$ cat src/rtl/sig_period_meter.sv
// Period meter for a slow asynchronous square wave, measured in clk cycles.
// Synchronises sig_in, strobes on rising edges and times successive edges.
module sig_period_meter #(
    parameter int CNT_W       = 26,
    parameter int SYNC_STAGES = 2
) (
    input  logic             clk,
    input  logic             rst_n,
    input  logic             enable,
    input  logic             sig_in,
    output logic             edge_pulse,
    output logic [CNT_W-1:0] period,
    output logic             period_valid,
    output logic             timeout,
    output logic             measuring
);

    typedef enum logic {
        ST_IDLE,
        ST_MEASURE
    } state_t;

    localparam logic [CNT_W-1:0] CNT_ONE = CNT_W'(1);
    localparam logic [CNT_W-1:0] CNT_MAX = '1;

    logic [SYNC_STAGES-1:0] r_sync;
    logic                   r_prev;
    logic                   r_edge;
    logic [CNT_W-1:0]       r_cnt;
    logic [CNT_W-1:0]       r_period;
    logic                   r_valid;
    logic                   r_timeout;
    state_t                 r_state;
    logic                   w_s;

    assign w_s = r_sync[SYNC_STAGES-1];

    always_ff @(posedge clk or negedge rst_n) begin
        if (!rst_n) begin
            r_sync <= '0;
            r_prev <= 1'b0;
            r_edge <= 1'b0;
        end else begin
            r_sync <= {r_sync[SYNC_STAGES-2:0], sig_in};
            r_prev <= w_s;
            r_edge <= w_s & ~r_prev;
        end
    end

    // Edge wins over a counter at max; enable low wins over an edge.
    always_ff @(posedge clk or negedge rst_n) begin
        if (!rst_n) begin
            r_state   <= ST_IDLE;
            r_cnt     <= '0;
            r_period  <= '0;
            r_valid   <= 1'b0;
            r_timeout <= 1'b0;
        end else begin
            r_valid <= 1'b0;
            case (r_state)
                ST_IDLE: begin
                    if (r_edge && enable) begin
                        r_cnt   <= CNT_ONE;
                        r_state <= ST_MEASURE;
                    end else begin
                        r_cnt <= '0;
                    end
                end
                ST_MEASURE: begin
                    if (!enable) begin
                        r_cnt   <= '0;
                        r_state <= ST_IDLE;
                    end else if (r_edge) begin
                        r_period  <= r_cnt;
                        r_valid   <= 1'b1;
                        r_timeout <= 1'b0;
                        r_cnt     <= CNT_ONE;
                    end else if (r_cnt == CNT_MAX) begin
                        r_timeout <= 1'b1;
                        r_cnt     <= '0;
                        r_state   <= ST_IDLE;
                    end else begin
                        r_cnt <= r_cnt + CNT_ONE;
                    end
                end
                default: begin
                    r_cnt   <= '0;
                    r_state <= ST_IDLE;
                end
            endcase
        end
    end

    assign edge_pulse   = r_edge;
    assign period       = r_period;
    assign period_valid = r_valid;
    assign timeout      = r_timeout;
    assign measuring    = (r_state == ST_MEASURE);

endmodule

$ cat config.mk
export PLATFORM = sky130hd
export DESIGN_NAME = sig_period_meter
export DESIGN_NICKNAME = d
export VERILOG_FILES = /design/src/rtl/sig_period_meter.sv
export SDC_FILE = /design/constraint.sdc
export NUM_CORES = 1
export LEC_CHECK = 0
export ABC_AREA = 1
export CORE_MARGIN = 2
export CORE_UTILIZATION = 59
export CTS_CLUSTER_SIZE = 25
export DETAILED_ROUTE_END_ITERATION = 8
export PLACE_DENSITY = 0.88
export SYNTH_ARGS = -nofsm -noshare
export SYNTH_HDL_FRONTEND = slang
export SYNTH_SLANG_ARGS = --single-unit
export TNS_END_PERCENT = 100
$ cat constraint.sdc
create_clock -name clk -period 4.6 [get_ports clk]
set_input_delay 0.92 -clock clk [delete_from_list [all_inputs] [get_ports clk]]
set_output_delay 0.92 -clock clk [all_outputs]
set_load 0.01 [all_outputs]
==> results.yml <==
logic_synthesis:
  synth_top_area_share: 0.5458
  synthFlopType: "dfrtp_1"
  synth_seq_area_share: 0.5458
  synthTopCellsByArea: "dfrtp_1 (55%), nand2_1 (15%), nor2_1 (7.1%)"
  synth_edf_count: 0
  synth_warnings: 0
  netlist_instances: 324
  synth_area_per_cell_sq_um: 8.349
  synth_top_area_cell: "dfrtp_1"
  synth_seq_cells: 59
  yosysUniqueCellTypes: 23
  synth_commonest_cells: "nand2_1 (110), dfrtp_1 (59), nor2_1 (51)"
  ys_async_sr_fraction: 1.000
  syn_area_sq_mm: 0.002705
  synth_most_common_cell: "nand2_1"
  synth_nets: 329
power_and_ir_drop:
  pwr-share-clk: 0.436
  ir_drop_v: 0.0002352
  p_int_w: 0.0007949
  combPwrFrac: 0.038
  p_switching_w: 0.0002146
  p_per_area_mw_per_mm2: 310.5
  seqPwrFrac: 0.526
  p_sw_frac: 0.2126
  leakagePower_nw: 1.444
sta:
  maxSlewHeadroom: 0.3100
  finalSetupViolations: 0
  post-route-period-util: 0.6139
  tightest_slew_ps: 1034
  maxSlewViolCount: 0
  period_minus_slack_ps: 2824
  timing.fmax_mhz: 354.1
  timing.final.hold_violations: 0
  timing.hold.ws_ps: 356.4
  rsz0062_at_grt: "no"
  tns_ps: 0
  finalClockSkew_ps: 4.017
cts:
  path_clk_slew_ps: 60
  cts_buffer_depth: 2
  cts-resized-gates: 0
  cts_hold_buf: 0
  cts_tree: "built"
  cts_root_buf: "clkbuf_8"
  clock_sinks: 59
  numCtsBuffers: 9
  htree_levels: 3
  clkLatencyLatePin_ps: 330
  cts_setup_buffers: 0
route:
  post_drt_wl_per_cell_um: 13.03
  drc: 0
  routed_via_density: 5.203
  drt_wl_total_um: 5461
  drt_pass1_iterations: 5
  vias: 2180
  ant_nets: 0
  drt_iter0_markers: 199
global_routing:
  antenna_found_initial: 0
  track_usage: 0.2473
  first_global_vias: 2097
  grt_max_degree: 60
  globalRouteOverflowTotal: 0
  grt_pass1_wl_um: 9591
setup_path:
  critPathBufInv: 2
  worstSetupEndpointType: "flip-flop"
  cp.required_ps: 4830
  cp_cell_sequence: "clkdlybuf4s50_1, nand2_1, nor2_2, inv_1, o21ai_0"
  startpoint_type: "primary input"
  cp_top_family: "buffers and inverters"
  slowest_delay_ps: 670
  arrival_ps: 3050
  crit_path_top_delay_cell: "inv_1"
  path_class: "in -> reg"
  crit_fanout: 39
job:
  cap_violations: 0
layout:
  syn_to_final_growth_pct: 20.17
  regArea_sq_mm: 0.001476
  fillers: 355
  nNetsFinal: 367
  drive_gt1_frac: 0.08174
  multi_input_area_sq_mm: 0.001065
  n_antenna_cell: 0
floorplan:
  fp.dieH_um: 71.71
  core_area_sq_mm: 0.004384
  die_width_um: 71.71
  io-pin-count: 34
  fp.dieArea_sq_mm: 0.005142
  num_rows: 24
  start_util: 0.6170
placement:
  gp_congestion: 0.9154
  placement.io_buffers: 33
  hpwlAfterDp_um: 3822
run_status:
  status: "completed"
min_path:
  hp-class: "reg -> reg"
-- cells by family after synthesis --
logic type | after synthesis | synth area share
AO/OA/AOI/OAI | 18 | 0.03423
XOR/XNOR | 17 | 0.05504
adder cells (fa/ha/maj) | 1 | 0.004625
buffers and inverters | 39 | 0.06059
flip-flops | 59 | 0.5458
AND/OR/NAND/NOR | 190 | 0.2997
-- cell type report --
type / instances / share of cell area
Clock buffer: 15 / 0.05735
Clock inverter: 1 / 0.001540
Inverter: 32 / 0.03695
Multi-Input combinational cell: 226 / 0.3276
Sequential cell: 59 / 0.4542
Tap cell: 52 / 0.02002
Timing Repair Buffer: 34 / 0.1024
-- through the flow --
step,power [W],instance area [sq um],instances,setup slack (ps),utilization
after floorplan,0.0005555,2705,324,2824,-
after global placement,0.0005787,3059,403,1651,0.6978
after detailed placement,0.0005798,3059,403,1470,0.6978
after CTS,0.001023,3251,419,1791,0.7414
after global routing,0.001049,3251,419,1486,0.7414
final,0.001009,3251,419,1776,0.7414
-- worst reg2reg max path, cell delays in order, from the launching register on --
cell and delay, ps:
dfrtp_1 410, inv_1 110, nor2_2 560, inv_1 670, o21ai_0 390
-- path summary, 6_finish.rpt --
check                      slack, ps                     end                  from  cells past startpoint
min                              360     r_sync[1]$_DFF_PN0_   r_sync[0]$_DFF_PN0_                      0
min reg2reg                      360     r_sync[1]$_DFF_PN0_   r_sync[0]$_DFF_PN0_                      0
max                             1780  period[24]$_DFFE_PN0P_                enable                      5
max in group asynchronous       3400   period[3]$_DFFE_PN0P_                 rst_n                      2
min in group asynchronous        710   period[2]$_DFFE_PN0P_                 rst_n                      2
max reg2reg                     2360  period[24]$_DFFE_PN0P_  edge_pulse$_DFF_PN0_                      4
-- power by group through the flow --
stage          combinational [W]  sequential (W)  clock, W
2_1_floorplan          0.0000135        0.000542         0
5_1_grt                0.0000447        0.000531  0.000472
4_1_cts                0.0000399        0.000531  0.000452
3_5_place_dp           0.0000397        0.000540         0
3_3_place_gp           0.0000389        0.000540         0
6_report               0.0000388        0.000531  0.000440
-- cell usage in the layout (no fill, tap or decap), types with 2 or more instances in the layout --
cell | synthesis | final
o21ai_0 | 15 | 15
nor2_1 | 51 | 51
xor2_1 | 16 | 16
clkdlybuf4s50_1 | 0 | 32
a21oi_1 | 2 | 2
nand4_1 | 4 | 4
clkbuf_8 | 0 | 13
nor2_4 | 3 | 3
nand2_2 | 2 | 2
inv_1 | 32 | 32
clkbuf_1 | 3 | 2
nand3_1 | 9 | 9
nand2_1 | 110 | 110
nor2_2 | 6 | 6
dfrtp_1 | 59 | 59
-- sequential cells by signal, summed over array words and instances (netlist names) --
register and count:
timeout 1, period_valid 1, measuring 1, r_prev 1, edge_pulse 1, r_sync 2
r_cnt 26, period 26
-- layer usage --
layer / vias up / part of all wire / track usage / wire (um)
li1: 1067 / - / - / -
met1: 1027 / 0.45 / 0.3377 / 2457
met2: 72 / 0.47 / 0.3632 / 2541
met3: 14 / 0.060 / 0.05063 / 326
met4: 0 / 0.025 / 0.1551 / 136
met5: - / 0 / 0 / 0
No activity file was read; power rests on OpenSTA's default activity.
